[src/rtl/yuv2rgb_frame_ctrl_pkg.sv]
// yuv2rgb_frame_ctrl_pkg: frame sequencer state encoding and converter latency shared with the yuv2rgb pipeline
package yuv2rgb_frame_ctrl_pkg;
  typedef enum logic [1:0] {
    IDLE  = 2'd0,
    RUN   = 2'd1,
    DRAIN = 2'd2,
    DONE  = 2'd3
  } state_t;
  localparam int PIPE_LAT_DEF = 3;
endpackage

[src/rtl/yuv2rgb_vld_pipe.sv]
// yuv2rgb_vld_pipe: enabled valid shift register tracking in-flight pixels through the converter
module yuv2rgb_vld_pipe
  import yuv2rgb_frame_ctrl_pkg::*;
#(
  parameter int DEPTH = PIPE_LAT_DEF
) (
  input  logic clk,
  input  logic rst_n,
  input  logic en,
  input  logic din,
  output logic last,
  output logic empty
);
  logic [DEPTH-1:0] sr, nxt;
  assign nxt   = (sr << 1) | DEPTH'(din);
  assign last  = sr[DEPTH-1];
  // empty looks one shift ahead so the sequencer can leave DRAIN on the final write
  assign empty = en ? nxt == '0 : sr == '0;
  always_ff @(posedge clk or negedge rst_n)
    if (!rst_n) sr <= '0;
    else if (en) sr <= nxt;
endmodule

[src/rtl/yuv2rgb_frame_ctrl.sv]
// yuv2rgb_frame_ctrl: walks a Y/U/V frame one read per cycle, enables the converter
// and strobes RGB writes as results emerge PIPE_LAT enabled cycles later
module yuv2rgb_frame_ctrl
  import yuv2rgb_frame_ctrl_pkg::*;
#(
  parameter int IMG_W    = 1920,
  parameter int IMG_H    = 1080,
  parameter int ADDR_W   = 32,
  parameter int PIPE_LAT = PIPE_LAT_DEF
) (
  input  logic              clk,
  input  logic              rst_n,
  input  logic              start,
  input  logic [ADDR_W-1:0] base_addr,
  input  logic              hold,
  output logic [ADDR_W-1:0] mem_addr,
  output logic              mem_read,
  output logic              cvt_en,
  output logic              mem_write,
  output logic [31:0]       wr_cnt,
  output logic [15:0]       pix_x,
  output logic [15:0]       pix_y,
  output logic              busy,
  output logic              frame_done
);
  localparam int NPIX = IMG_W * IMG_H;
  localparam int IW   = $clog2(NPIX + 1);
  state_t        state;
  logic [IW-1:0] idx;
  logic          last_bit, empty, eol;
  assign busy       = state == RUN || state == DRAIN;
  assign mem_read   = state == RUN && !hold;
  assign cvt_en     = busy && !hold;
  assign mem_write  = last_bit && cvt_en;
  assign frame_done = state == DONE;
  assign eol        = pix_x == 16'(IMG_W - 1);
  yuv2rgb_vld_pipe #(.DEPTH(PIPE_LAT)) u_vld (
    .clk   (clk),
    .rst_n (rst_n),
    .en    (cvt_en),
    .din   (mem_read),
    .last  (last_bit),
    .empty (empty)
  );
  always_ff @(posedge clk or negedge rst_n)
    if (!rst_n) begin
      state    <= IDLE;
      idx      <= '0;
      mem_addr <= '0;
      wr_cnt   <= '0;
      pix_x    <= '0;
      pix_y    <= '0;
    end else begin
      if (mem_write) wr_cnt <= wr_cnt + 32'd1;
      unique case (state)
        IDLE: if (start) begin
          state    <= RUN;
          mem_addr <= base_addr;
          idx      <= '0;
          wr_cnt   <= '0;
          pix_x    <= '0;
          pix_y    <= '0;
        end
        RUN: if (!hold) begin
          mem_addr <= mem_addr + ADDR_W'(1);
          idx      <= idx + IW'(1);
          pix_x    <= eol ? 16'd0 : pix_x + 16'd1;
          pix_y    <= eol ? pix_y + 16'd1 : pix_y;
          if (idx == IW'(NPIX - 1)) state <= DRAIN;
        end
        DRAIN: if (cvt_en && empty) state <= DONE;
        DONE: state <= IDLE;
      endcase
    end
endmodule

[config.mk]
export PLATFORM = sky130hd
export DESIGN_NAME = yuv2rgb_frame_ctrl
export DESIGN_NICKNAME = d
export VERILOG_FILES = /design/src/rtl/yuv2rgb_frame_ctrl_pkg.sv /design/src/rtl/yuv2rgb_vld_pipe.sv /design/src/rtl/yuv2rgb_frame_ctrl.sv
export SDC_FILE = /design/constraint.sdc
export NUM_CORES = 1
export LEC_CHECK = 0
export CORE_MARGIN = 10
export CORE_UTILIZATION = 52
export DETAILED_ROUTE_END_ITERATION = 10
export HOLD_SLACK_MARGIN = 0.05
export PLACE_DENSITY = 0.8
export SLEW_MARGIN = 20
export SYNTH_ARGS = -nofsm -noshare
export SYNTH_HDL_FRONTEND = slang
export SYNTH_SLANG_ARGS = --single-unit
[constraint.sdc]
create_clock -name clk -period 2.9 [get_ports clk]
set_clock_uncertainty 0.2 [all_clocks]
set_input_delay 0.58 -clock clk [delete_from_list [all_inputs] [get_ports clk]]
set_output_delay 0.58 -clock clk [all_outputs]
set_load 0.02 [all_outputs]
==> metrics.txt <==
final setup vio count 0; Worst Setup Start Kind flop; Final Util 0.722; Synth Area in Simple Gates 0.286; RD Place Congestion 0.907; DRC 0; number of max-cap violations 0; Layout Cells excl Fill 1078; final setup TNS 0 ns; Commonest cells post-synth dfrtp_1, nor2_1, nand2_1; placed cell count 1045; worst min path class flop to flop; Final Cell Area 0.00911 mm^2; sequential share of the synthesized area 0.454; FP Rows 41; Synthesized Nets 785; R2R depth 8; main combinational cell family by area after synthesis simple AND/OR/NAND/NOR gates; DP Wirelength 13.9 mm; Synth Area in Compound Gates 0.110; IR drop worst, VDD 0.512 mV; top area cells in the synthesized netlist dfrtp_1, xor2_1, nor2_1, nand4_1, nand3_1; Die ar. 0.0179 mm^2; die width 134 um; later-pin clock latency in the skew report 0.42 ns; Initial Utilization 0.533; Hold Fails Final Rpt 0; Sink Count 122; setup bufs post-CTS 0; Num CTS Buffers 17; Static Leak 3.96 nW; CP arrival 1.93 ns; most frequent cell after synthesis dfrtp_1; I/O Pins 137; FFs w/ async S/R, synth 1.00; critical path required time 2.12 ns; vias in the first global route 6558; outcome finished clean; Yosys top cell area share 0.454; Synth Register Bits 122; RR Endpoint wr_cnt[26]; RR Startpoint state[0]; Die Y 134 um; antenna violations before repair 0; Post-Syn Area per Cell 9.08 um^2; total wire length 20.0 mm; final worst setup slack 0.192 ns; DP Worst Slack 0.0942 ns; initial DRC count 797; placed cell area 0.00842 mm^2; # diodes 0; post-DR wirelength/cell 18.6 um; minimum clock period 2.71 ns; Clock Tree Buf Depth 2; crit path kind flop to primary output; mapped cell area 0.00672 mm^2; antenna violation net count after detailed routing 0; Hold EP u_vld.sr[2]; wire length of the first global-routing pass 33.6 mm; First-pass DRT Iterations 5; Post-synth EDFFs 0; max_slew headroom 0.489; Critical Path End Type primary output; Hold Path Depth 2; worst hold slack 0.299 ns; Power, Total 8.27 mW; Least-Margin Pin Slew 0.760 ns; reg2reg setup slack 0.33 ns; fillers 933; Netlist cell types 50; Reg clk slew, reported paths 0.05 ns; H-Tree Depth 4; Tcrit/Tclk final 0.934; max-slew violations 0; core area 0.0126 mm^2; Area Overhead vs Synth 35.6%; Synth Flop Type dfrtp_1; drt via density 6.06; IO buf count 136; Synth Area in Adders 0.0168; layout net count 938; DR vias 6537; XOR/XNOR share of the synthesized area 0.0795; fmax 369 MHz; gr usage total 0.226; hold path startpoint u_vld.sr[2]; synth warn 0; RSZ-0062 raised after global routing false; synthesized instance count 740; area leader, netlist dfrtp_1; final global-route overflow total 0; power per cell area 907 mW/mm^2; largest net degree at the start of global routing 66; Root Buffer clkbuf_16; share of cells above drive strength 1 0.0894; mux share of post-synthesis cell area 0.0227; CTS tree done; crit path max fanout 4
## worst max-delay path by stage
stage / start / end / cells after the start
after floorplan: state[0] / mem_write / 7
after global placement: hold / mem_write / 5
after detailed placement: hold / pix_x[9] / 8
after CTS: state[1] / mem_read / 5
after global routing: state[0] / mem_write / 6
final: state[0] / mem_write / 6
## power breakdown
group,switching [mW],internal (mW),total (mW)
combinational,1.95,1.39,3.34
clock,0.774,1.68,2.45
sequential,0.458,2.02,2.48
total,3.18,5.09,8.27
## cell type report
class / instances / area (um^2) / share of cell area
clock buffer: 21 / 470 / 0.0516
clock inverter: 11 / 215 / 0.0236
inverter: 11 / 41.3 / 0.00453
multi-input combinational: 570 / 3470 / 0.381
sequential: 122 / 3050 / 0.335
tap: 172 / 215 / 0.0236
timing repair buffer: 171 / 1650 / 0.181
## worst max-delay path, cell delays in order, from the launching register on
cell,delay (ns)
dfrtp_1,0.41
inv_1,0.08
ha_1,0.35
nand2b_1,0.12
inv_1,0.05
and2_1,0.16
dlygate4sd2_1,0.33
## registers in the layout, indices dropped and copies added (netlist names)
signal,flops
idx,21
mem_addr,32
pix_x,16
pix_y,16
state,2
u_vld.sr,3
wr_cnt,32
## cells by family (layout without fill, tap and decap cells)
kind of cell             count (synthesis)  in the layout
flip-flops                             122            122
adder cells (fa/ha/maj)                  9              9
buffers and inverters                   48            214
multiplexers                            15             15
AO/OA/AOI/OAI                          118            118
AND/OR/NAND/NOR                        367            367
XOR/XNOR                                61             61
## placed cells by master (no fill, tap or decap), types with 21 or more instances in the layout
cell type        instances
nand3_1                 51
a21oi_1                 32
nor2_1                  80
xor2_1                  44
o21ai_0                 29
nand4_1                 47
nor3_1                  22
o22ai_1                 21
buf_4                   33
and3_1                  32
dfrtp_1                122
nand2_1                 66
clkdlybuf4s50_1        132
## timing repair
item,4_1_cts,5_1_grt
setup endpoints to repair,2,1
hold endpoints to repair,34,0
hold buffers,1,0
gates resized for setup,2,1
## layer usage
layer	vias up	share of wire	global-route usage
met5	-	0	0
met4	0	0.025	0.0913
met3	52	0.078	0.0590
met2	308	0.49	0.369
met1	3162	0.41	0.278
li1	3015	-	-
Power figures use the tool's default switching activity.
